===== src/rtl/dma_arbiter.sv =====
// dma_arbiter
//   Round-robin arbiter sharing one DMA read engine between NUM_REQ
//   requesters. The winner's start address and word count are latched,
//   the DMA read handshake is driven until ready, and a one-cycle
//   completion pulse is returned to the owner. The owner keeps its grant
//   (and exclusive use of the DMA buffer) until the DMA drops ready.
//
// Ports
//   clk, reset      : clock, synchronous active-high reset
//   i_req           : level request per requester
//   i_address       : packed start addresses, requester k at [k*W +: W]
//   i_count         : packed word counts, same packing
//   o_grant         : one-hot current owner, zero when idle
//   o_done          : one-cycle completion pulse to the owner
//   o_busy          : arbiter is not idle
//   o_dma_read      : DMA read request
//   o_dma_address   : latched start address to the DMA
//   o_dma_count     : latched word count to the DMA
//   i_dma_ready     : DMA buffer holds the requested words
module dma_arbiter #(
    parameter int unsigned NUM_REQ           = 2,
    parameter int unsigned MEM_ADDRESS_WIDTH = 3
) (
    input  logic                                 clk,
    input  logic                                 reset,
    input  logic [NUM_REQ-1:0]                   i_req,
    input  logic [NUM_REQ*MEM_ADDRESS_WIDTH-1:0] i_address,
    input  logic [NUM_REQ*MEM_ADDRESS_WIDTH-1:0] i_count,
    output logic [NUM_REQ-1:0]                   o_grant,
    output logic [NUM_REQ-1:0]                   o_done,
    output logic                                 o_busy,
    output logic                                 o_dma_read,
    output logic [MEM_ADDRESS_WIDTH-1:0]         o_dma_address,
    output logic [MEM_ADDRESS_WIDTH-1:0]         o_dma_count,
    input  logic                                 i_dma_ready
);

    localparam int unsigned W     = MEM_ADDRESS_WIDTH;
    localparam int unsigned IDX_W = (NUM_REQ > 1) ? $clog2(NUM_REQ) : 1;

    typedef enum logic [1:0] {
        IDLE,
        XFER,
        DRAIN
    } state_t;

    state_t             state, state_n;
    logic [IDX_W-1:0]   last, last_n;
    logic [NUM_REQ-1:0] grant_n, done_n;
    logic               busy_n, read_n;
    logic [W-1:0]       addr_n, count_n;

    // Arbitration result
    logic               found;
    logic [IDX_W-1:0]   pick;
    logic [IDX_W-1:0]   cand;
    logic [NUM_REQ-1:0] sel_onehot;
    logic [W-1:0]       sel_addr, sel_count;

    // Search last+1, last+2, ... (mod NUM_REQ); the first set request wins.
    // Offset NUM_REQ wraps back to `last`, so a lone requester that won
    // last time is still served.
    always_comb begin
        found = 1'b0;
        pick  = last;
        cand  = last;
        for (int unsigned off = 1; off <= NUM_REQ; off++) begin
            cand = IDX_W'((32'(last) + off) % NUM_REQ);
            if (!found && i_req[cand]) begin
                found = 1'b1;
                pick  = cand;
            end
        end
    end

    always_comb begin
        sel_onehot       = '0;
        sel_onehot[pick] = 1'b1;
        sel_addr         = '0;
        sel_count        = '0;
        for (int unsigned k = 0; k < NUM_REQ; k++) begin
            if (pick == IDX_W'(k)) begin
                sel_addr  = i_address[k*W +: W];
                sel_count = i_count[k*W +: W];
            end
        end
    end

    // Next-state and next-output logic; every output is then registered.
    always_comb begin
        state_n = state;
        last_n  = last;
        grant_n = o_grant;
        done_n  = '0;
        read_n  = o_dma_read;
        addr_n  = o_dma_address;
        count_n = o_dma_count;

        unique case (state)
            IDLE: begin
                if (found) begin
                    last_n  = pick;
                    grant_n = sel_onehot;
                    addr_n  = sel_addr;
                    count_n = sel_count;
                    if (sel_count != '0) begin
                        state_n = XFER;
                        read_n  = 1'b1;
                    end else begin
                        // Nothing to fetch: complete immediately, but the
                        // owner still passes through DRAIN so IDLE cannot
                        // re-grant it before it drops its request.
                        state_n = DRAIN;
                        done_n  = sel_onehot;
                    end
                end
            end
            XFER: begin
                if (i_dma_ready) begin
                    read_n  = 1'b0;
                    done_n  = o_grant;
                    state_n = DRAIN;
                end
            end
            DRAIN: begin
                if (!i_dma_ready) begin
                    grant_n = '0;
                    state_n = IDLE;
                end
            end
            default: begin
                state_n = IDLE;
                grant_n = '0;
                read_n  = 1'b0;
            end
        endcase

        busy_n = (state_n != IDLE);
    end

    always_ff @(posedge clk) begin
        if (reset) begin
            state         <= IDLE;
            last          <= IDX_W'(NUM_REQ - 1);
            o_grant       <= '0;
            o_done        <= '0;
            o_busy        <= 1'b0;
            o_dma_read    <= 1'b0;
            o_dma_address <= '0;
            o_dma_count   <= '0;
        end else begin
            state         <= state_n;
            last          <= last_n;
            o_grant       <= grant_n;
            o_done        <= done_n;
            o_busy        <= busy_n;
            o_dma_read    <= read_n;
            o_dma_address <= addr_n;
            o_dma_count   <= count_n;
        end
    end

endmodule


===== config.mk =====
export PLATFORM = sky130hd
export DESIGN_NAME = dma_arbiter
export DESIGN_NICKNAME = d
export VERILOG_FILES = /design/src/rtl/dma_arbiter.sv
export SDC_FILE = /design/constraint.sdc
export NUM_CORES = 1
export LEC_CHECK = 0
export CAP_MARGIN = 30
export CORE_ASPECT_RATIO = 0.8
export CORE_MARGIN = 1
export CORE_UTILIZATION = 41
export DETAILED_ROUTE_END_ITERATION = 8
export HOLD_SLACK_MARGIN = 0.05
export PLACE_DENSITY = 0.77
export SLEW_MARGIN = 20
export SYNTH_ARGS = -nofsm -noshare
export SYNTH_HDL_FRONTEND = slang
export SYNTH_SLANG_ARGS = --single-unit

===== constraint.sdc =====
create_clock -name clk -period 1.4 [get_ports clk]
set_input_delay 0.28 -clock clk [delete_from_list [all_inputs] [get_ports clk]]
set_output_delay 0.28 -clock clk [all_outputs]
set_load 0.02 [all_outputs]

; Yosys cells after proc, flatten, opt, wreduce, memory -nomap -nowiden
; Index checks and enable logic that the tools add are counted.
[classes]
magnitude_cmp = 4
bitwise_logic = 2
add_sub_neg = 2
reduce_logical = 9
muxes = 27
n_eq_ne = 5
[op_table]
columns = op, count
row1 = $mux W2, 8
row2 = $mux W1, 12
row3 = $pmux W2 S3, 2
row4 = $lt A1 B2 Y1 const B, 3
row5 = $mux W3, 2
row6 = $ne A2 B2 Y1 const B, 3
row7 = $pmux W2 S2, 1
row8 = $reduce_and A2 Y1, 2
row9 = $reduce_and A4 Y1, 1
row10 = $pmux W1 S3, 1
row11 = $reduce_bool A3 Y1, 1
row12 = $add A1 B1 Y1 const B, 2
row13 = $eq A2 B1 Y1 const B, 1
row14 = $eq A2 B2 Y1 const B, 1
row15 = $logic_and A1 B1 Y1, 2
row16 = $logic_not A2 Y1, 1
row17 = $not A1 Y1, 2
row18 = $reduce_bool A2 Y1, 1
row19 = $demux W1 S1, 1
row20 = $ge A1 B1 Y1 const B, 1
row21 = $logic_not A1 Y1, 1
[word_totals]
word_cells = 57
in_bits = 17
reg_bits = 15

; Longest topological paths before layout
[depth]
depth_word = 14
ltp_mapped = 6
ltp_nobuf = 4

; Worst setup path after synthesis
; Ideal clock, no wire load.
[synth_path]
path_type = input port to flip-flop
start = in i_req[1]
end = reg state[1]
n_path_buf = 0
cell_stages = 4
setup_slack_ps = 169
setup_ps = 117
t_arrival_ps = 1114
required_time_ps = 1283
path_cell_list = nor2b_2 > a21oi_2 > mux2_2 > a22o_1
[synth_via]
elab_chain_cells = 11
word_cells_on_any_way = 15
cone_classes = mux: 12 / reduce/logical: 3
[synth_rtl]
columns = element, line
row1 = "start, declared", 26  ; input logic [NUM_REQ-1:0] i_req,
row2 = $mux W1 (implied by the code) (2 in series), 69  ; if (!found && i_req[cand]) begin
row3 = $mux W1, 69
row4 = $logic_not A1 Y1, 69
row5 = $logic_and A1 B1 Y1, 69
row6 = $mux W1, 69
row7 = $mux W3, 82  ; if (pick == IDX_W'(k)) begin
row8 = $reduce_bool A3 Y1, 106  ; if (sel_count != '0) begin
row9 = $mux W2, 106
row10 = $mux W2 *, 101  ; if (found) begin
row11 = $pmux W2 S3 *, 99  ; unique case (state)
row12 = "end signal, assigned", 152  ; state <= state_n;
row13 = "end, declared", 47  ; state_t state, state_n;
; Mark *: on every way between the ends. The rest lies on a longest branch, timed or not. The select of a mux whose other input is x is not followed.
; A chain may end at the register's enable or synchronous reset.

; Worst setup path after layout
; Same ends and word-level chain as after synthesis.

==> impl_metrics.csv <==
group,metric,value,unit
global_route,grtUsageMet1,23.1,%
finish,post-route-util,68.5,%
logic_synthesis,synthTopCellsByArea,"dfxtp_1, mux2i_1, a211oi_1, nor2_1, buf_6",
clock_network,clock_latency,0.29,ns
timing,tightest_slew,0.448,ns
power,power,1.28,mW
global_route,grt_usage,21.3,%
floorplan,pin_count,29,
floorplan,die_h,39.4,um
logic_synthesis,synth_edf_count,0,
placed_design,gp_congestion,0.798,
logic_synthesis,synth_fa_ha_area_share,0,%
placed_design,portBuffers,28,
critical_path,critPathArrivalTime,1.56,ns
timing,setup_slack,0.0412,ns
critical_path,critical_path_class,"primary input to flop",
critical_path,crit_path_end_kind,"flop",
clock_network,cts_tree,"built",
status,status,"complete, no violations",
power,powerDensity,1140,nW/um2
routing,wl_per_cell,14.3,um
job,drv_cap,0,
global_route,grt_pass1_wl,2890,um
logic_synthesis,synth_compound_area_share,21.6,%
critical_path,cp_max_fo,3,
timing,post-route-min-period,1.36,ns
global_route,busiest_layer,"met2",
global_route,use_met3,6.98,%
routing,vias,753,
routing,antenna_left,0,
floorplan,core_area,1630,um2
timing,finalMaxSlewViolations,0,
logic_synthesis,yosys-mux-area-fraction,9.95,%
global_route,met2_usage,40.3,%
logic_synthesis,yosys_register_bits,15,
power,leakagePower,0.491,nW
logic_synthesis,synth_cells,80,
logic_synthesis,synth_top_flop_cell,"dfxtp_1",
floorplan,die_w,48.8,um
finish,antenna_cells,0,
timing,fin_skew,0.00652,ns
floorplan,dieArea,1920,um2
finish,areaGrowthSynthToFinish,55.5,%
critical_path,slowest_delay,0.42,ns
clock_network,htreeDepth,1,
global_route,first_global_vias,662,
logic_synthesis,synth_top_family_by_area,"compound AO/OA/AOI/OAI gates",
global_route,grt-ovfl-total,0,
timing,tns,0,ns
timing,hold_viol,0,
logic_synthesis,synth_xor_area_share,0,%
clock_network,numCtsBuffers,3,
routing,drc,0,
placed_design,dpl.hpwl,1310,um
logic_synthesis,ys_types,28,
clock_network,hold_buffers,0,
critical_path,worstPathRequired,1.60,ns
timing,finalCritPeriodShare,97.1,%
min_path,hold_path.class,"flop to flop",
clock_network,clk_path_buf_depth,2,
critical_path,path_cells,"clkdlybuf4s50_1 > nor2b_4 > a21oi_4 > mux2_4 > a22o_1",
placed_design,pre_cts_ws,-0.386,ns
logic_synthesis,synth_seq_area_share,41.9,%
critical_path,critPathSlowestCell,"clkdlybuf4s50_1",
logic_synthesis,synthSimpleGateAreaFrac,19.0,%
logic_synthesis,yosysWarnings,0,
routing,drt_iter0_drc,28,
global_route,antenna_found_initial,0,
routing,viasPerCell,5.42,
logic_synthesis,syn_nets,97,
logic_synthesis,netlist.area_leader.share,41.9,%
routing,wl,1990,um
floorplan,initial_core_util,44.1,%
timing,timing.slew.headroom,70.1,%
routing,drtPass1Iterations,4,
critical_path,startpoint_type,"primary input",
logic_synthesis,syn_avg_cell_area,8.96,um2
clock_network,cts-root-buf,"clkbuf_4",
floorplan,num_rows,13,
logic_synthesis,synth_top_area_cell,"dfxtp_1",
finish,final_nets,135,
logic_synthesis,synthArstFlopShare,0,%
finish,drive_above_1_share,19.7,%
clock_network,path_clk_slew,0.09,ns
global_route,grt_max_degree,13,
clock_network,cts_sinks,15,
power,vdd_ir_drop_max,0.635,mV
timing,max_freq,0.736,GHz
logic_synthesis,syn_area,717,um2
timing,setup_viol,0,
[Yosys cell counts (2+ instances only)]
| master | number |
|---|---|
| buf_6 | 2 |
| nand3_1 | 4 |
| o21ai_0 | 3 |
| nor2_1 | 11 |
| nand2_1 | 3 |
| nor3_1 | 3 |
| nand3b_1 | 3 |
| inv_1 | 4 |
| a21oi_1 | 4 |
| a211oi_1 | 6 |
| dfxtp_1 | 15 |
| mux2i_1 | 6 |
[where the power goes]
part / internal [mW] / switching, mW
sequential: 0.488 / 0.0569
clock: 0.106 / 0.147
combinational: 0.227 / 0.251
total: 0.821 / 0.455
[per-layer routing]
| metal | wire length (um) | vias up |
|---|---|---|
| met5 | 0 | - |
| met1 | 814 | 344 |
| li1 | - | 360 |
| met3 | 147 | 5 |
| met4 | 29 | 0 |
| met2 | 996 | 44 |
[sequential cells by signal, indices dropped and copies added, names as in the netlist]
register	flops
o_grant	2
state	2
last	1
o_busy	1
o_done	2
o_dma_count	3
o_dma_address	3
o_dma_read	1
[path summary, 6_finish.rpt]
check | start | slack [ns] | cells past startpoint | end
worst max-delay path | i_req[1] | 0.04 | 5 | state[1]$_SDFF_PP0_
worst min-delay path | o_dma_read$_SDFFE_PP0P_ | 0.50 | 2 | o_dma_read$_SDFFE_PP0P_
worst max register to register | last$_SDFFE_PP1P_ | 0.07 | 4 | state[1]$_SDFF_PP0_
worst min register to register | o_dma_read$_SDFFE_PP0P_ | 0.50 | 2 | o_dma_read$_SDFFE_PP0P_
[placed cells by master, fill, tap and decap left out, types with 3 or more instances in the layout]
cell	netlist	final
nor2_1	11	11
o21ai_0	3	3
clkbuf_4	0	3
inv_1	4	4
nand3b_1	3	3
dlygate4sd2_1	0	12
nand3_1	4	4
nor3_1	3	3
a21oi_1	4	4
mux2i_1	6	5
buf_4	1	7
dfxtp_1	15	15
a211oi_1	6	5
nand2_1	3	3
clkdlybuf4s50_1	0	16
[metrics by stage]
step / instance area [um2] / cells / hold slack (ns)
final: 1110 / 139 / 0.502
after detailed placement: 1040 / 132 / 0.480
after CTS: 1080 / 138 / 0.504
after global routing: 1110 / 139 / 0.538
after floorplan: 717 / 80 / 0.398
after global placement: 1040 / 132 / 0.481
[worst max-delay path: cells and delay by family]
kind	cells	cell delay, ns
AO/OA/AOI/OAI	2	0.36
buffers and inverters	1	0.42
multiplexers	1	0.34
AND/OR/NAND/NOR	1	0.15
[cell type report]
class	instances	area [um2]
Inverter	4	15.0
Tap cell	22	27.5
Fill cell	135	512
Clock buffer	3	22.5
Sequential cell	15	300
Clock inverter	1	5.00
Timing Repair Buffer	37	334
Multi-Input combinational cell	57	410
[logic make-up (layout without fill, tap and decap cells)]
| family | Yosys count | after routing |
|---|---|---|
| muxes | 7 | 7 |
| DFF | 15 | 15 |
| and+or+nand+nor | 27 | 28 |
| buffers and inverters | 9 | 45 |
| AOI/OAI and AO/OA | 22 | 22 |
[repair_timing]
action,in CTS,in global routing
pin swaps,0,2
buffers inserted,1,0
gates resized for setup,14,7
setup endpoints to repair,18,8
cloned,1,1
Power figures use the tool's default switching activity.
